**src/rtl/brick_pkg.sv**
```systemverilog
// brick_pkg: shared state encoding and default geometry for the brick scanner
package brick_pkg;
    typedef enum logic [1:0] {IDLE, SCAN, PADDLE, DONE} state_t;
    localparam int DEF_NUM_COLS        = 5;
    localparam int DEF_NUM_ROWS        = 2;
    localparam int DEF_COL_PITCH       = 128;
    localparam int DEF_ROW_PITCH       = 24;
    localparam int DEF_SCORE_PER_BRICK = 10;
    localparam int SCORE_W             = 16;
endpackage

```
**src/rtl/brick_scan_ctrl_aabb_overlap.sv**
```systemverilog
// aabb_overlap: combinational 11-bit axis-aligned box overlap test
module aabb_overlap (
    input  logic [10:0] ax,
    input  logic [10:0] ay,
    input  logic [10:0] aw,
    input  logic [10:0] ah,
    input  logic [10:0] bx,
    input  logic [10:0] by,
    input  logic [10:0] bw,
    input  logic [10:0] bh,
    output logic        hit
);
    assign hit = (ax < bx + bw) && (bx < ax + aw) && (ay < by + bh) && (by < ay + ah);
endmodule

```
**src/rtl/brick_scan_ctrl.sv**
```systemverilog
// brick_scan_ctrl: per-frame collision sequencer walking all bricks through one shared comparator
// Optional BRICK_TWO_HIT_EN: bricks carry 2-bit health and need two hits to be destroyed.
module brick_scan_ctrl
    import brick_pkg::*;
#(
    parameter int NUM_COLS        = DEF_NUM_COLS,
    parameter int NUM_ROWS        = DEF_NUM_ROWS,
    parameter int COL_PITCH       = DEF_COL_PITCH,
    parameter int ROW_PITCH       = DEF_ROW_PITCH,
    parameter int SCORE_PER_BRICK = DEF_SCORE_PER_BRICK
) (
    input  logic                         clk,
    input  logic                         rst,
    input  logic                         frame_tick,
    input  logic                         level_load,
    input  logic [9:0]                   ball_x,
    input  logic [9:0]                   ball_y,
    input  logic [9:0]                   ball_w,
    input  logic [9:0]                   ball_h,
    input  logic [9:0]                   paddle_x,
    input  logic [9:0]                   paddle_y,
    input  logic [9:0]                   paddle_w,
    input  logic [9:0]                   paddle_h,
    input  logic [9:0]                   grid_x,
    input  logic [9:0]                   grid_y,
    input  logic [9:0]                   brick_w,
    input  logic [9:0]                   brick_h,
    output logic [NUM_COLS*NUM_ROWS-1:0] alive,
    output logic                         busy,
    output logic                         brick_hit,
    output logic [3:0]                   brick_idx,
    output logic                         paddle_hit,
    output logic                         flip_y,
    output logic [SCORE_W-1:0]           score,
    output logic                         all_cleared
);
    localparam int NUM_BLOCKS = NUM_COLS * NUM_ROWS;

    state_t                  state, state_nx;
    logic [NUM_BLOCKS-1:0]   alive_nx;
    logic [9:0]              sx, sy, sw, sh, px, py, pw, ph, gx, bw_s, bh_s;
    logic [10:0]             bx, by, ox, oy, ow, oh;
    logic [3:0]              col, idx;
    logic                    hit_flag, ov, strike, kill, last_col;
    logic [SCORE_W:0]        score_sum;

    assign last_col  = col == 4'(NUM_COLS - 1);
    assign strike    = state == SCAN && alive[idx] && ov;
    assign score_sum = {1'b0, score} + (SCORE_W + 1)'(SCORE_PER_BRICK);
    assign ox = state == PADDLE ? {1'b0, px} : bx;
    assign oy = state == PADDLE ? {1'b0, py} : by;
    assign ow = state == PADDLE ? {1'b0, pw} : {1'b0, bw_s};
    assign oh = state == PADDLE ? {1'b0, ph} : {1'b0, bh_s};

    aabb_overlap u_ov (
        .ax(ox), .ay(oy), .aw(ow), .ah(oh),
        .bx({1'b0, sx}), .by({1'b0, sy}), .bw({1'b0, sw}), .bh({1'b0, sh}),
        .hit(ov)
    );

`ifdef BRICK_TWO_HIT_EN
    logic [1:0] health [NUM_BLOCKS];

    // health per brick: reloaded on level_load, decremented on every strike
    always_ff @(posedge clk or posedge rst)
        if (rst || level_load) begin
            for (int i = 0; i < NUM_BLOCKS; i++) health[i] <= 2'd2;
        end else if (strike) begin
            health[idx] <= health[idx] - 2'd1;
        end

    assign kill = health[idx] == 2'd1;
`else
    assign kill = 1'b1;
`endif

    // next state and next alive mask; level_load overrides everything
    always_comb begin
        state_nx = state;
        case (state)
            IDLE:    state_nx = frame_tick ? SCAN : IDLE;
            SCAN:    state_nx = (strike || idx == 4'(NUM_BLOCKS - 1)) ? PADDLE : SCAN;
            PADDLE:  state_nx = DONE;
            default: state_nx = IDLE;
        endcase
        alive_nx = alive & ~(NUM_BLOCKS'(strike && kill) << idx);
        if (level_load) begin
            state_nx = IDLE;
            alive_nx = '1;
        end
    end

    // geometry snapshot taken when a scan starts so later input changes are ignored
    always_ff @(posedge clk)
        if (state == IDLE && frame_tick && !level_load)
            {sx, sy, sw, sh, px, py, pw, ph, gx, bw_s, bh_s} <=
                {ball_x, ball_y, ball_w, ball_h, paddle_x, paddle_y, paddle_w, paddle_h, grid_x, brick_w, brick_h};

    // state register, brick position accumulators, score and output pulses
    always_ff @(posedge clk or posedge rst)
        if (rst) begin
            state       <= IDLE;
            alive       <= '1;
            busy        <= 1'b0;
            brick_hit   <= 1'b0;
            brick_idx   <= 4'd0;
            paddle_hit  <= 1'b0;
            flip_y      <= 1'b0;
            score       <= '0;
            all_cleared <= 1'b0;
            hit_flag    <= 1'b0;
            col         <= 4'd0;
            idx         <= 4'd0;
            bx          <= 11'd0;
            by          <= 11'd0;
        end else begin
            state       <= state_nx;
            alive       <= alive_nx;
            all_cleared <= alive_nx == '0;
            busy        <= state_nx != IDLE;
            brick_hit   <= 1'b0;
            paddle_hit  <= 1'b0;
            flip_y      <= 1'b0;
            if (!level_load)
                case (state)
                    IDLE: if (frame_tick) begin
                        col      <= 4'd0;
                        idx      <= 4'd0;
                        hit_flag <= 1'b0;
                        bx       <= {1'b0, grid_x};
                        by       <= {1'b0, grid_y};
                    end
                    SCAN: if (strike) begin
                        brick_hit <= 1'b1;
                        brick_idx <= idx;
                        hit_flag  <= 1'b1;
                        score     <= !kill ? score : score_sum[SCORE_W] ? '1 : score_sum[SCORE_W-1:0];
                    end else begin
                        idx <= idx + 4'd1;
                        col <= last_col ? 4'd0 : col + 4'd1;
                        bx  <= last_col ? {1'b0, gx} : bx + 11'(COL_PITCH);
                        by  <= last_col ? by + 11'(ROW_PITCH) : by;
                    end
                    PADDLE: if (ov) begin
                        paddle_hit <= 1'b1;
                        hit_flag   <= 1'b1;
                    end
                    default: flip_y <= hit_flag;
                endcase
        end
endmodule

```
**config.mk**
```make
export PLATFORM = sky130hd
export DESIGN_NAME = brick_scan_ctrl
export DESIGN_NICKNAME = d
export VERILOG_FILES = /design/src/rtl/brick_pkg.sv /design/src/rtl/brick_scan_ctrl_aabb_overlap.sv /design/src/rtl/brick_scan_ctrl.sv
export SDC_FILE = /design/constraint.sdc
export NUM_CORES = 1
export LEC_CHECK = 0
export CORE_UTILIZATION = 35
export CTS_CLUSTER_DIAMETER = 40
export CTS_CLUSTER_SIZE = 16
export DETAILED_ROUTE_END_ITERATION = 6
export GPL_ROUTABILITY_DRIVEN = 0
export SETUP_SLACK_MARGIN = 0.05
export SYNTH_ARGS = -nofsm -noshare
export SYNTH_HDL_FRONTEND = slang
export SYNTH_SLANG_ARGS = --single-unit
```
**constraint.sdc**
```tcl
create_clock -name clk -period 19 [get_ports clk]
set_input_delay 1.9 -clock clk [delete_from_list [all_inputs] [get_ports clk]]
set_output_delay 1.9 -clock clk [all_outputs]
set_load 0.02 [all_outputs]
```
==> reports/metrics.csv, run 1 <==
stage;metric;value;unit
outcome;status;completed;
timing;Fin. Hold Viols;0;
global_routing;GR Layer Usage met2;0.256;
final_layout;non-filler instance count after layout;1380;
global_routing;Congestion Overflow GR;0;
synth;post-synthesis area per instance;11.9;um^2
final_layout;area added between synthesis and finish;26.0;%
global_routing;met3 Use GR;0.0330;
synth;#FFs+latches synth;178;
synth;sequential-to-total area share from yosys stat;0.507;
synth;synthesized cell area;0.00989;mm^2
timing;Worst Skew;0.00995;ns
synth;Mapped Nets;1048;
floorplanning;overall die area;0.0289;mm^2
critical_path;WP data arrival;6.97;ns
synth;top post-synthesis cells by area;edfxtp_1, dfrtp_1, ha_1;
global_routing;vias in the first global route;6803;
detailed_routing;WL/cell;16.5;um
global_routing;first-pass GRT wire length;36000;um
timing;Highest Clock Rate;150;MHz
clocking;clk sinks;178;
synth;post-synthesis cell type count;76;
critical_path;Worst Path Max Fanout;49;
critical_path;Crit path largest cell delay;0.55;ns
detailed_routing;drt drc;0;
global_routing;GRT busiest layer;met2;
power;Leak;4.84;nW
detailed_routing;number of routed nets with antenna violations;0;
floorplanning;Core Region;0.0278;mm^2
timing;Fin Setup TNS;0;ns
synth;top_reg_cell synth;edfxtp_1;
place;placed cells;1348;
floorplanning;row count;61;
timing;Slew @ Worst Pin;1.02;ns
floorplanning;I/O pin count;159;
synth;Yosys Warn Count;0;
critical_path;most used cell, CP;a21oi_1;
floorplanning;Die W;170;um
final_layout;fin nets;1205;
global_routing;GRT Overall Usage;0.162;
clocking;Worst-Skew Late Latency;0.43;ns
clocking;htree depth;4;
place;Placed Area;0.0119;mm^2
detailed_routing;routed vias/inst;4.97;
timing;min Tclk post-route;6.66;ns
run;total of max-cap violations;0;
timing;period utilization;0.350;
clocking;TritonCTS buffer count;17;
synth;asr flop ratio synth;0.382;
clocking;CTS Root Cell;clkbuf_16;
global_routing;largest net degree at the start of global routing;79;
final_layout;fraction of layout cells with a size suffix above 1;0.116;
clocking;Longest Clk Path Bufs;2;
place;Post-Place Setup Slack;12.37;ns
final_layout;number of flip-flops in the largest register;16;
floorplanning;height of the chip;170;um
timing;Slew Limit Fails;0;
power;Peak VDD IR;56.9;uV
timing;final setup margin;12.34;ns
clocking;CTS tree;done;
critical_path;Slowest cell on crit path;buf_4;
detailed_routing;TritonRoute pass-1 iters;5;
synth;Synth top area share;0.334;
final_layout;fin area;0.0125;mm^2
critical_path;critical path, cell by cell;inv_1, ha_2, buf_4, mux2i_1, inv_1, ha_1, a21o_1, a21oi_1, o21bai_1, a21oi_1, o21bai_1, a21oi_1, o21bai_1, a21oi_1, xor2_1, ha_1, a2111oi_0, a311oi_1, a2111oi_4, nand3_4, o211ai_4, nand2_1, mux2_2;
final_layout;biggest regs;score: 16 flops, bx: 11 flops, by: 11 flops;
timing;relative max-transition margin;0.321;
final_layout;register with the most flip-flops;score;
place;detailed-placement wirelength estimate;16800;um
timing;worst hold slack;0.498;ns
timing;unrepaired setup endpoints after global routing;no;
clocking;cts hold-fix bufs;0;
synth;Post-synth EDFFs;110;
timing;count of final setup violators;0;
hold_path;hold crit path type;reg -> reg;
detailed_routing;DR vias;6854;
critical_path;CP Launch Type;register;
clocking;Worst-path clk slew;0.07;ns
detailed_routing;final WL;22700;um
final_layout;fill cell count;2663;
synth;top cell type by total area after synthesis;edfxtp_1;
place;count of buffers from port buffering;158;
synth;Mapped Cells;832;
critical_path;Worst Path Required;19.32;ns
power;PwrDens;129;mW/mm^2
clocking;setup bufs post-CTS;0;
clocking;Post-CTS Resized;0;
global_routing;grt met1 use;0.226;
global_routing;initial antenna violation count;0;
final_layout;Ant. Diodes;0;
detailed_routing;Iter 0 DRT Violations;416;
floorplanning;starting density of the core;0.356;
critical_path;Critical Path End Type;register;
critical_path;Setup CP Type;reg -> reg;
==> metrics by stage <==
| stage | utilization | total power [mW] |
|---|---|---|
| after CTS | 0.449 | 1.63 |
| after detailed placement | 0.428 | 1.27 |
| after global routing | 0.449 | 1.74 |
| after floorplan | - | 1.08 |
| final | 0.449 | 1.61 |
| after global placement | 0.428 | 1.26 |
==> routing by layer <==
layer	vias to the layer above	routed length, um
li1	3411	-
met1	3264	11200
met2	167	10400
met3	12	975
met4	0	187
met5	-	0
==> layout make-up <==
cell class	count	area, um^2	area share
Multi-Input combinational cell	587	4610	0.370
Tap cell	378	473	0.0379
Timing Repair Buffer	163	1620	0.130
Inverter	42	158	0.0126
Clock inverter	9	61.3	0.00492
Clock buffer	23	523	0.0420
Sequential cell	178	5020	0.403
==> layout by cell type, fill, tap and decap left out, types with 4 or more instances in the layout <==
cell type,n
a31oi_1,7
and2_1,5
dfstp_2,10
xnor2_1,25
o21bai_1,14
nor2b_1,10
o211ai_1,10
o31ai_1,8
a211o_1,4
nand4_1,6
clkbuf_16,20
nand2b_1,23
nand3b_1,7
o2bb2ai_1,4
mux2_2,52
clkdlybuf4s50_1,158
dfrtp_1,58
o22ai_1,5
and3_1,4
nor2_1,29
inv_1,40
edfxtp_1,110
xor2_1,14
nand3_1,27
o21ai_0,36
buf_4,5
nand2_1,51
a2bb2oi_1,6
a21o_1,13
mux2i_1,9
o2bb2a_1,5
ha_1,88
or3_1,4
a21oi_1,61
==> critical path, delay by kind of cell (launching register included) <==
| family | cells | cell delay, ns |
|---|---|---|
| AOI/OAI and AO/OA | 12 | 2.99 |
| and+or+nand+nor | 2 | 0.75 |
| muxes | 2 | 0.80 |
| buffers and inverters | 3 | 0.78 |
| DFF | 1 | 0.41 |
| adders and majority gates | 3 | 0.67 |
| xor gates and xnor gates | 1 | 0.10 |
==> kinds of logic after synthesis <==
kind of cell,count (synthesis),share of synthesized area
adders and majority gates,93,0.120
DFF,178,0.507
and+or+nand+nor,183,0.0972
muxes,64,0.0732
AOI/OAI and AO/OA,208,0.140
xor gates and xnor gates,39,0.0345
buffers and inverters,67,0.0278
==> power breakdown <==
| part | switching (mW) | total [mW] | internal (mW) |
|---|---|---|---|
| clock network | 0.154 | 0.350 | 0.196 |
| registers | 0.0606 | 0.542 | 0.482 |
| logic | 0.396 | 0.721 | 0.325 |
| total | 0.611 | 1.61 | 1.00 |
==> Yosys cell counts (all sizes together) (5+ instances only) <==
cell type,instances
o211ai,12
clkbuf,12
nand3,28
nand3b,7
nand2b,23
dfstp,10
and2,5
xor2,14
o21ai,39
mux2,54
ha,89
inv,42
o21bai,14
xnor2,25
buf,13
nand4,6
a21o,13
a2bb2oi,6
nor2,31
o31ai,8
edfxtp,110
o22ai,5
o2bb2a,5
mux2i,9
a21oi,62
dfrtp,58
nand2,51
nor2b,11
a31oi,7
==> path summary, 6_finish.rpt <==
kind	start	end	slack (ns)	cells after the start
max	state[0]	bx[6]	12.34	23
min	score[0]	score[0]	0.50	2
max reg2reg	state[0]	bx[6]	12.34	23
min reg2reg	score[0]	score[0]	0.50	2
max in group asynchronous	rst	bx[5]	16.35	3
min in group asynchronous	rst	score[14]	2.05	3
Power figures use the tool's default switching activity.
==> run 2: changes to the inputs <==
==> constraint.sdc (replaced) <==
create_clock -name clk -period 6.8 [get_ports clk]
set_input_delay 0.68 -clock clk [delete_from_list [all_inputs] [get_ports clk]]
set_output_delay 0.68 -clock clk [all_outputs]
set_load 0.02 [all_outputs]
==> run 2 against run 1 <==
  * Combinational power rose to 2.8 times the previous value
  * Sequential power rose to 2.8 times the previous value
  * Critical path depth fell by 2
  * Final cell count rose by 0.43%
==> reports/metrics.csv, run 2 (same netlist as run 1, synthesis figures left out) <==
stage;metric;value;unit
outcome;status;completed;
clocking;CTS Root Cell;clkbuf_16;
clocking;Worst-Skew Late Latency;0.44;ns
timing;Worst Skew;0.0211;ns
critical_path;Crit path largest cell delay;0.77;ns
timing;Slew Limit Fails;0;
power;PwrDens;362;mW/mm^2
global_routing;first-pass GRT wire length;36500;um
detailed_routing;TritonRoute pass-1 iters;5;
detailed_routing;Iter 0 DRT Violations;447;
global_routing;largest net degree at the start of global routing;71;
hold_path;hold crit path type;reg -> reg;
place;detailed-placement wirelength estimate;17300;um
power;Peak VDD IR;143;uV
clocking;Post-CTS Resized;0;
final_layout;fraction of layout cells with a size suffix above 1;0.122;
floorplanning;row count;61;
power;Leak;4.88;nW
floorplanning;Core Region;0.0278;mm^2
final_layout;most frequent cells in the layout;clkdlybuf4s50_1, edfxtp_1, ha_1;
timing;Fin Setup TNS;0;ns
final_layout;area added between synthesis and finish;26.5;%
final_layout;biggest regs;score: 16 flops, bx: 11 flops, by: 11 flops;
critical_path;Slowest cell on crit path;o211ai_1;
clocking;Worst-path clk slew;0.07;ns
final_layout;fin nets;1211;
floorplanning;starting density of the core;0.356;
final_layout;register with the most flip-flops;score;
clocking;TritonCTS buffer count;17;
detailed_routing;routed vias/inst;5.01;
critical_path;FF-to-FF setup slack;0.88;ns
place;count of buffers from port buffering;158;
detailed_routing;DR vias;6942;
clocking;clk sinks;178;
timing;unrepaired setup endpoints after global routing;no;
timing;Slew @ Worst Pin;0.886;ns
detailed_routing;final WL;22800;um
place;placed cells;1354;
critical_path;Setup CP Type;reg -> reg;
final_layout;Ant. Diodes;0;
clocking;CTS tree;done;
timing;min Tclk post-route;5.92;ns
timing;worst hold slack;0.507;ns
floorplanning;height of the chip;170;um
critical_path;Crit path max-delay family;compound AO/OA/AOI/OAI gates;
critical_path;CP Launch Type;register;
critical_path;Worst Path Max Fanout;41;
final_layout;number of flip-flops in the largest register;16;
global_routing;initial antenna violation count;0;
timing;relative max-transition margin;0.409;
critical_path;critical path, cell by cell;inv_1, ha_2, buf_4, o21ai_0, ha_1, inv_1, o21bai_1, a21oi_1, o21bai_1, a21oi_1, o21bai_1, a21oi_1, xor2_1, ha_1, a2111oi_0, a311oi_1, a2111oi_4, nand3_4, o211ai_1, o211ai_1, o31ai_1;
run;total of max-cap violations;0;
global_routing;Congestion Overflow GR;0;
final_layout;non-filler instance count after layout;1386;
timing;period utilization;0.870;
global_routing;GRT Overall Usage;0.165;
detailed_routing;WL/cell;16.5;um
floorplanning;Die W;170;um
detailed_routing;number of routed nets with antenna violations;0;
detailed_routing;drt drc;0;
timing;count of final setup violators;0;
clocking;htree depth;4;
timing;Fin. Hold Viols;0;
timing;Highest Clock Rate;169;MHz
final_layout;fill cell count;2628;
clocking;setup bufs post-CTS;0;
critical_path;WP data arrival;6.23;ns
floorplanning;overall die area;0.0289;mm^2
global_routing;vias in the first global route;6891;
power;overall power;4.54;mW
critical_path;Worst Path Required;7.12;ns
critical_path;Critical Path End Type;register;
clocking;cts hold-fix bufs;0;
critical_path;buffers plus inverters on the worst setup path;3;
floorplanning;I/O pin count;159;
clocking;Longest Clk Path Bufs;2;
final_layout;most common cell after layout, fill and taps aside;clkdlybuf4s50_1;
## run 2: cell types whose count changed in the layout (fill, tap and decap cells not counted), sizes merged
cell      change
clkinvlp      -1
clkbuf        -2
clkinv        +1
buf           +6
inv           +2
## run 2: path summary, 6_finish.rpt
kind	from	end	cells after the start
min reg2reg	score[0]	score[0]	2
min in group asynchronous	rst	brick_idx[3]	3
max in group asynchronous	rst	busy	3
max reg2reg	state[0]	idx[3]	21
max	state[0]	idx[3]	21
min	score[0]	score[0]	2
## run 2: report_power, final
group | switching, mW | internal (mW)
registers | 0.173 | 1.34
clock network | 0.433 | 0.550
logic | 1.12 | 0.917
total | 1.72 | 2.81
## run 2: metal layers
layer | track usage | vias to the layer above | part of all wire
met5 | 0 | - | 0
met4 | 0.0462 | 0 | 0.010
met3 | 0.0330 | 14 | 0.055
met2 | 0.263 | 171 | 0.46
met1 | 0.226 | 3315 | 0.47
li1 | - | 3442 | -
## run 2: through the flow
stage                     area, um^2  utilization  setup WS, ns
after global placement         11900        0.429          1.05
after CTS                      12500        0.451         0.890
after floorplan                 9900            -          1.47
final                          12500        0.451         0.884
after detailed placement       11900        0.429         0.904
after global routing           12500        0.451         0.357
## run 2: area by class of cell
| cell class | instances | area [um^2] | area share |
|---|---|---|---|
| sequential | 178 | 5020 | 0.401 |
| multi-input combinational | 587 | 4610 | 0.368 |
| timing repair buffer | 169 | 1660 | 0.133 |
| clock buffer | 21 | 514 | 0.0411 |
| tap | 378 | 473 | 0.0378 |
| inverter | 42 | 158 | 0.0126 |
| clock inverter | 11 | 82.6 | 0.00660 |
## run 2: worst min-delay path, delay by kind of cell, from the launching register on
family / cells / cell delay [ns]
buf+inv: 1 / 0.05
flops: 1 / 0.37
compound gates: 1 / 0.05
